==> src/rtl/mem_write_buffer.sv <==
// Write-side buffer between the datapath bus and the data RAM write port.
// Queues saturated {address, data} entries and issues them to the RAM one per cycle.
module mem_write_buffer #(
  parameter int DEPTH  = 4,
  parameter int ADDR_W = 8,
  parameter int DATA_W = 8
) (
  input  logic                       clk,
  input  logic                       rst,
  input  logic [15:0]                in_bus,
  input  logic [ADDR_W-1:0]          addr_in,
  input  logic                       Write,
  input  logic                       mem_ready,
  output logic [ADDR_W-1:0]          mem_addr,
  output logic [DATA_W-1:0]          mem_data,
  output logic                       mem_we,
  output logic                       full,
  output logic                       empty,
  output logic                       overflow,
  output logic [$clog2(DEPTH):0]     count
);

  localparam int PTR_W = $clog2(DEPTH);
  localparam int CNT_W = PTR_W + 1;

  logic [ADDR_W-1:0] buf_addr_q [DEPTH];
  logic [ADDR_W-1:0] buf_addr_d [DEPTH];
  logic [DATA_W-1:0] buf_data_q [DEPTH];
  logic [DATA_W-1:0] buf_data_d [DEPTH];
  logic [PTR_W-1:0]  wr_ptr_q, wr_ptr_d;
  logic [PTR_W-1:0]  rd_ptr_q, rd_ptr_d;
  logic [CNT_W-1:0]  count_q, count_d;
  logic [ADDR_W-1:0] mem_addr_q, mem_addr_d;
  logic [DATA_W-1:0] mem_data_q, mem_data_d;
  logic              mem_we_q, mem_we_d;
  logic              overflow_q, overflow_d;
  logic              full_s, empty_s, push, pop;
  logic [DATA_W-1:0] sat_data;

  always_comb begin
    full_s   = (count_q == CNT_W'(DEPTH));
    empty_s  = (count_q == '0);
    // Full/empty use the pre-edge count: a same-edge pop never frees room for
    // the push, and a push into an empty queue is not popped on that edge.
    push     = Write && !full_s;
    pop      = mem_ready && !empty_s;
    sat_data = (in_bus[15:8] == 8'h00) ? DATA_W'(in_bus[7:0]) : '1;

    buf_addr_d = buf_addr_q;
    buf_data_d = buf_data_q;
    wr_ptr_d   = wr_ptr_q;
    rd_ptr_d   = rd_ptr_q;
    count_d    = count_q;
    mem_addr_d = mem_addr_q;
    mem_data_d = mem_data_q;
    mem_we_d   = 1'b0;
    overflow_d = overflow_q;

    if (push) begin
      buf_addr_d[wr_ptr_q] = addr_in;
      buf_data_d[wr_ptr_q] = sat_data;
      wr_ptr_d             = wr_ptr_q + PTR_W'(1);
    end
    if (Write && full_s) begin
      overflow_d = 1'b1;
    end
    if (pop) begin
      mem_addr_d = buf_addr_q[rd_ptr_q];
      mem_data_d = buf_data_q[rd_ptr_q];
      mem_we_d   = 1'b1;
      rd_ptr_d   = rd_ptr_q + PTR_W'(1);
    end

    case ({push, pop})
      2'b10:   count_d = count_q + CNT_W'(1);
      2'b01:   count_d = count_q - CNT_W'(1);
      default: count_d = count_q;
    endcase
  end

  always_ff @(posedge clk) begin
    if (rst) begin
      for (int i = 0; i < DEPTH; i++) begin
        buf_addr_q[i] <= '0;
        buf_data_q[i] <= '0;
      end
      wr_ptr_q   <= '0;
      rd_ptr_q   <= '0;
      count_q    <= '0;
      mem_addr_q <= '0;
      mem_data_q <= '0;
      mem_we_q   <= 1'b0;
      overflow_q <= 1'b0;
    end else begin
      buf_addr_q <= buf_addr_d;
      buf_data_q <= buf_data_d;
      wr_ptr_q   <= wr_ptr_d;
      rd_ptr_q   <= rd_ptr_d;
      count_q    <= count_d;
      mem_addr_q <= mem_addr_d;
      mem_data_q <= mem_data_d;
      mem_we_q   <= mem_we_d;
      overflow_q <= overflow_d;
    end
  end

  assign mem_addr = mem_addr_q;
  assign mem_data = mem_data_q;
  assign mem_we   = mem_we_q;
  assign overflow = overflow_q;
  assign count    = count_q;
  assign full     = (count_q == CNT_W'(DEPTH));
  assign empty    = (count_q == '0);

endmodule

==> config.mk <==
export PLATFORM = sky130hd
export DESIGN_NAME = mem_write_buffer
export DESIGN_NICKNAME = d
export VERILOG_FILES = /design/src/rtl/mem_write_buffer.sv
export SDC_FILE = /design/constraint.sdc
export NUM_CORES = 1
export LEC_CHECK = 0
export ABC_AREA = 1
export CORE_AREA = 2 2 129 106
export CTS_CLUSTER_SIZE = 25
export DETAILED_ROUTE_END_ITERATION = 7
export DIE_AREA = 0 0 131 108
export PLACE_DENSITY = 0.52
export SETUP_SLACK_MARGIN = 0.05
export SLEW_MARGIN = 20
export SYNTH_ARGS = -nofsm -noshare
export SYNTH_HDL_FRONTEND = slang
export SYNTH_SLANG_ARGS = --single-unit
==> constraint.sdc <==
create_clock -name clk -period 1.7 [get_ports clk]
set_input_delay 0.34 -clock clk [delete_from_list [all_inputs] [get_ports clk]]
set_output_delay 0.34 -clock clk [all_outputs]
set_load 0.02 [all_outputs]
==> flow_summary.json, run 1 <==
{
  "io_pins": 51,
  "n_antenna_cell": 0,
  "final_area_um2": 5490,
  "cts-root-buf": "clkbuf_16",
  "grt_pass1_vias": 3512,
  "cp_max_fo": 2,
  "fmax_mhz": 591,
  "htreeDepth": 3,
  "end_kind": "flop",
  "netlist_instances": 718,
  "critical_path_class": "in -> reg",
  "vias": 3944,
  "ys_types": 21,
  "rsz0062_at_grt": "yes",
  "first_pass_iters": 4,
  "die-area_um2": 14100,
  "synth_seq_cells": 89,
  "tritoncts": "done",
  "fin_cells": 945,
  "fin_skew_ps": 8.27,
  "die_w_um": 131,
  "drtAntennaViolNets": 0,
  "hp-class": "reg -> reg",
  "drt_iter0_drc": 272,
  "dp_hpwl_um": 6850,
  "initial_core_util": 0.345,
  "cts.path.max_buffers": 2,
  "multi_input_area_um2": 2040,
  "cp_data_arrival_time_ps": 1930,
  "antenna_found_initial": 0,
  "synth_area_um2": 4390,
  "fillers": 1329,
  "clock_latency_ps": 340,
  "coreArea_um2": 12700,
  "ys_warn_count": 0,
  "dpl_cell_area_um2": 5170,
  "io_buffers": 50,
  "regArea_um2": 1790,
  "start_kind": "input port",
  "hold_buffers": 0,
  "layout.nets": 799,
  "drc": 0,
  "drive_above_1_share": 0.0753,
  "p_leak_uw": 0.00308,
  "grt_max_degree": 46,
  "track_usage": 0.160,
  "wl_um": 10500,
  "grt_pass1_wl_um": 17300,
  "grt_overflow_total": 0,
  "vdd_ir_drop_max_v": 0.000522,
  "yosysSeqAreaShare": 0.405,
  "place_inst": 926,
  "path_clk_slew_ps": 60,
  "rows": 37,
  "syn_to_final_growth_pct": 24.9,
  "synth_nets": 752,
  "status": "finished, final reports clean",
  "avgSynthCellArea_um2": 6.12,
  "via_per_inst": 4.17,
  "routedWlPerCell_um": 11.2,
  "worst_slew_pin_slew_ps": 398,
  "hold_viol": 0,
  "p_per_area_nw_per_um2": 1360,
  "clock-sinks": 89,
  "slew_headroom": 0.734,
  "gp_congestion": 0.757,
  "die_y_um": 108,
  "min_period_over_period": 0.995,
  "min_period_ps": 1690,
  "cts_buffers": 9,
  "setup_viol": 0,
  "required_ps": 1940,
  "drv_slew": 0,
  "maxCapViolCount": 0
}
-- worst paths after layout --
kind / startpoint / to / slack, ps / cells after the start
max: mem_ready / count[2] / 9 / 11
max reg2reg: count[0] / count[2] / 20 / 11
min: overflow / overflow / 450 / 2
min reg2reg: overflow / overflow / 450 / 2
-- layer usage --
layer / up-vias / wire [µm] / GRT usage / share of wire
li1: 2177 / - / - / -
met1: 1669 / 5260 / 0.219 / 0.50
met2: 96 / 4520 / 0.246 / 0.43
met3: 2 / 719 / 0.0396 / 0.068
met4: 0 / 47 / 0.0502 / 0.0045
met5: - / 0 / 0 / 0
-- synth_stat cells (all sizes together) --
library cell  count  share of area
nand2           262           0.23
nor2            174           0.15
o21ai             5         0.0057
fa                1         0.0046
inv             104          0.089
ha                5          0.014
dfxtp            89           0.41
a21oi             4         0.0046
clkbuf            3         0.0026
nand4             1         0.0014
nand3            38          0.048
or2               1         0.0014
buf              31          0.046
-- critical path, stage by stage --
cell             delay (ps)
clkdlybuf4s50_1         520
nand2_4                  70
inv_4                    70
ha_4                    130
inv_4                    30
fa_2                    330
or2_4                   240
nand3_2                  50
nand2_1                  50
inv_1                    50
nor2_1                   40
-- state kept, by name (all words and copies together), names as in the netlist --
| signal | flops |
|---|---|
| mem_data | 8 |
| mem_we | 1 |
| buf_addr_q | 32 |
| rd_ptr_q | 2 |
| wr_ptr_q | 2 |
| count | 3 |
| overflow | 1 |
| mem_addr | 8 |
| buf_data_q | 32 |
-- cell usage in the layout (no fill, tap or decap), types with 5 or more instances in the layout --
| cell | count |
|---|---|
| dfxtp_1 | 86 |
| clkbuf_16 | 10 |
| nor2_1 | 172 |
| dlymetal6s2s_1 | 14 |
| nand3_1 | 33 |
| inv_1 | 98 |
| nand3_2 | 5 |
| buf_4 | 13 |
| buf_12 | 7 |
| o21ai_0 | 5 |
| clkdlybuf4s50_1 | 30 |
| nand2_1 | 258 |
-- stage by stage --
step / util / total power, µW / setup WS, ps / hold WS [ps] / TNS (ps)
after floorplan: - / 4710 / 5.07 / 409 / 0
after global placement: 0.406 / 5650 / -317 / 439 / -450
after detailed placement: 0.406 / 5700 / -355 / 442 / -523
after CTS: 0.429 / 7620 / 16.4 / 452 / 0
after global routing: 0.431 / 8070 / -40.1 / 501 / -40.1
final: 0.431 / 7460 / 9.31 / 445 / 0
-- report_power, final --
| part | leakage [µW] | internal, µW | total, µW | switching [µW] |
|---|---|---|---|---|
| Combinational | 0.00221 | 1140 | 2960 | 1820 |
| Sequential | 0.000731 | 2470 | 2620 | 156 |
| Clock | 0.000139 | 1070 | 1870 | 800 |
| Total | 0.00308 | 4680 | 7460 | 2780 |
-- final cells by class --
class	instances	area share
clock inverters	3	0.00274
multi-input cells	491	0.373
well taps	175	0.0399
repair buffers	70	0.138
flip-flops and latches	89	0.327
clock buffers	13	0.0477
inverters	104	0.0721
-- timing repair --
item                                    4_1_cts  5_1_grt
buffers inserted                              3        0
endpoints found under the setup margin        7       17
pin swaps                                     5        0
gates resized for setup                       7       17
-- cells by family after synthesis --
group | count (synthesis) | share of synthesized area
and+or+nand+nor | 476 | 0.428
AOI/OAI and AO/OA | 9 | 0.0102
buffers and inverters | 138 | 0.137
DFF | 89 | 0.405
adders and majority gates | 6 | 0.0188
No activity file was read; power rests on OpenSTA's default activity.
==> run 2, diff against run 1 <==
--- a/config.mk
+++ b/config.mk
@@ -5,13 +5,13 @@
 export SDC_FILE = /design/constraint.sdc
 export NUM_CORES = 1
 export LEC_CHECK = 0
-export ABC_AREA = 1
-export CORE_AREA = 2 2 129 106
+export CORE_AREA = 2 2 121 99
 export CTS_CLUSTER_SIZE = 25
 export DETAILED_ROUTE_END_ITERATION = 7
-export DIE_AREA = 0 0 131 108
-export PLACE_DENSITY = 0.52
+export DIE_AREA = 0 0 123 101
+export PLACE_DENSITY = 0.53
 export SETUP_SLACK_MARGIN = 0.05
+export SKIP_LAST_GASP = 1
 export SLEW_MARGIN = 20
 export SYNTH_ARGS = -nofsm -noshare
 export SYNTH_HDL_FRONTEND = slang
==> run 2 against run 1 <==
Compared with the run above: the run now ends with negative setup slack left; clock skew is 2.4 ps lower; count of clock-buffer cells in the layout down 1; first-iteration DRC count is 50% lower; design area decreased by 3.2%; synthesized cell count fell by 51%; via count is 27% lower; critical path depth shrank 3; non-clock buffer count up 21; register-to-register slack lost 330 ps; critical path type is now reg -> reg; critical endpoint unchanged.
==> flow_summary.json, run 2 <==
{
  "status": "finished with violations",
  "violations": "negative setup slack",
  "vias": 2862,
  "swShare": 0.310,
  "synth_nets": 385,
  "reg.largest.list": "buf_addr_q (32), buf_data_q (32)",
  "required_ps": 1970,
  "final_common_cell": "dfxtp_1",
  "yosys.area.top_type_share": 0.462,
  "net-switching-power_uw": 1990,
  "grt_pass1_wl_um": 15500,
  "synth_seq_cells": 89,
  "p_leak_uw": 0.00233,
  "end_kind": "flop",
  "rows": 35,
  "dpl_cell_area_um2": 4760,
  "maxCapViolCount": 0,
  "multi_input_area_um2": 2110,
  "syn_to_final_growth_pct": 37.6,
  "first_pass_iters": 4,
  "yosysSeqAreaShare": 0.462,
  "slew_headroom": 0.707,
  "dr.max_layer_used": "met4",
  "intPower_uw": 4420,
  "coreArea_um2": 11300,
  "drt_iter0_drc": 135,
  "path_clk_slew_ps": 60,
  "critical_path_class": "reg -> reg",
  "p_per_area_nw_per_um2": 1210,
  "synth.most_common_cell": "dfxtp_1",
  "p_total_uw": 6410,
  "synthTopCellsByCount": "dfxtp_1 (89), nand2b_1 (40), a21oi_1 (37)",
  "endpoint": "count[2]",
  "comb_power_share": 0.337,
  "hold_viol": 0,
  "start_kind": "flop",
  "track_usage": 0.165,
  "wl_um": 9810,
  "wl_met3_um": 409,
  "fin_skew_ps": 5.82,
  "setup_viol": 30,
  "reg2reg_depth": 8,
  "synthArstFlopShare": 0,
  "initial_core_util": 0.342,
  "vdd_ir_drop_max_v": 0.000705,
  "drtAntennaViolNets": 0,
  "clock_latency_ps": 340,
  "met2RoutedLength_um": 4520,
  "layout.nets": 454,
  "ys_types": 35,
  "r2r_end": "count[2]",
  "die-area_um2": 12400,
  "drv_slew": 0,
  "fillers": 1050,
  "cts-root-buf": "clkbuf_16",
  "clock-sinks": 89,
  "final_cell_mix": "dfxtp_1 (86), nand2b_1 (40), a21oi_1 (36)",
  "startpoint": "count[1]",
  "yosysTopAreaCell": "dfxtp_1",
  "avgSynthCellArea_um2": 11.0,
  "min_period_over_period": 1.19,
  "reg2reg_slack_ps": -310,
  "via_per_inst": 5.00,
  "htreeDepth": 3,
  "antenna_found_initial": 0,
  "cp_max_fo": 2,
  "die_y_um": 101,
  "regArea_um2": 1790,
  "cp_data_arrival_time_ps": 2280,
  "gp_congestion": 0.762,
  "dp_hpwl_um": 6390,
  "n_antenna_cell": 0,
  "regToRegStartpoint": "count[1]",
  "hold_buffers": 0,
  "grt_overflow_total": 0,
  "cts_buffers": 9,
  "io_pins": 51,
  "ys.flop_type": "dfxtp_1",
  "tritoncts": "done",
  "io_buffers": 50,
  "synth-edff-count": 0,
  "worst_slew_pin_slew_ps": 434,
  "grt_max_degree": 51,
  "grt_pass1_vias": 2893,
  "drive_above_1_share": 0.292,
  "pwr-share-clk": 0.280,
  "netlist_instances": 351,
  "rsz0062_at_grt": "yes",
  "layout_setup_ws_ps": -315,
  "drc": 0,
  "fmax_mhz": 496,
  "seqPwrFrac": 0.382,
  "hold_ws_ps": 357,
  "m1WireLength_um": 4790,
  "synth.area.top_cells": "dfxtp_1 (46%), mux4_2 (9.3%), mux2i_1 (8.3%)",
  "min_period_ps": 2010,
  "synth_area_um2": 3860,
  "die_w_um": 123,
  "ys_warn_count": 0,
  "final_area_um2": 5310,
  "final_util": 0.470,
  "hp-class": "in -> reg",
  "cts.path.max_buffers": 2,
  "routedWlPerCell_um": 17.2
}
run 2: cell types whose count changed in the layout (fill, tap and decap cells not counted), moves of 16 or more:
cell | before | now
nand2_1 | 258 | 0
nor2_1 | 172 | 7
inv_1 | 98 | 4
nand2b_1 | 0 | 40
a21oi_1 | 4 | 36
mux2i_1 | 0 | 32
nand3_1 | 33 | 2
a211oi_2 | 0 | 26
buf_4 | 13 | 30
a22o_1 | 0 | 16
mux4_2 | 0 | 16
run 2: power by group through the flow:
| stage | sequential (µW) | clock, µW | combinational [µW] |
|---|---|---|---|
| after floorplan | 2590 | 0 | 1140 |
| after global placement | 2490 | 0 | 2010 |
| after detailed placement | 2500 | 0 | 2040 |
| after CTS | 2450 | 1850 | 2040 |
| after global routing | 2480 | 1940 | 2330 |
| final | 2450 | 1800 | 2160 |
run 2: metal layers:
| metal | up-vias | global-route usage |
|---|---|---|
| met4 | 0 | 0.0446 |
| met2 | 45 | 0.255 |
| met3 | 12 | 0.0486 |
| li1 | 1412 | - |
| met1 | 1393 | 0.227 |
| met5 | - | 0 |
run 2: what timing repair did:
item	CTS	global route
gates resized for setup	20	65
setup endpoints to repair	86	83
endpoints found under the hold margin	0	0
pin swaps	1	2
gates cloned	0	1
setup buffers	0	1
run 2: worst min-delay path by stage:
stage / slack, ps / from / depth (start not counted) / endpoint
floorplan: 450 / buf_addr_q[24] / 2 / buf_addr_q[24]
global placement: 450 / overflow / 2 / overflow
detailed placement: 460 / buf_addr_q[25] / 2 / buf_addr_q[25]
CTS: 340 / rst / 2 / count[0]
global route: 370 / rst / 2 / count[2]
finish: 360 / rst / 2 / count[2]
run 2: cell families (layout without fill, tap and decap cells):
group	after synthesis	count (layout)	synth area share
XOR/XNOR	4	4	0.00908
adder cells (fa/ha/maj)	6	6	0.0214
AO/OA/AOI/OAI	90	90	0.159
AND/OR/NAND/NOR	75	75	0.125
flip-flops	89	89	0.462
multiplexers	48	48	0.176
buffers and inverters	39	112	0.0473
run 2: layout make-up:
cell class / count / share of cell area
inverter: 6 / 0.00424
timing repair buffer: 91 / 0.177
clock buffer: 12 / 0.0464
multi-input combinational: 223 / 0.397
tap: 148 / 0.0349
clock inverter: 3 / 0.00306
sequential: 89 / 0.338
run 2: per-stage QoR:
step / TNS (ps) / std cells / setup slack [ps]
2_1_floorplan: -868 / 351 / -508
5_1_grt: -2920 / 572 / -361
4_1_cts: -2230 / 570 / -288
3_5_place_dp: -16760 / 555 / -527
3_3_place_gp: -15140 / 555 / -466
6_report: -926 / 572 / -315
run 2: critical path, stage by stage (launching register included):
cell	delay, ps
dfxtp_4	340
or3b_4	410
nand2_4	80
ha_4	130
inv_2	40
fa_2	350
xor2_1	150
or3_1	340
a21oi_2	120
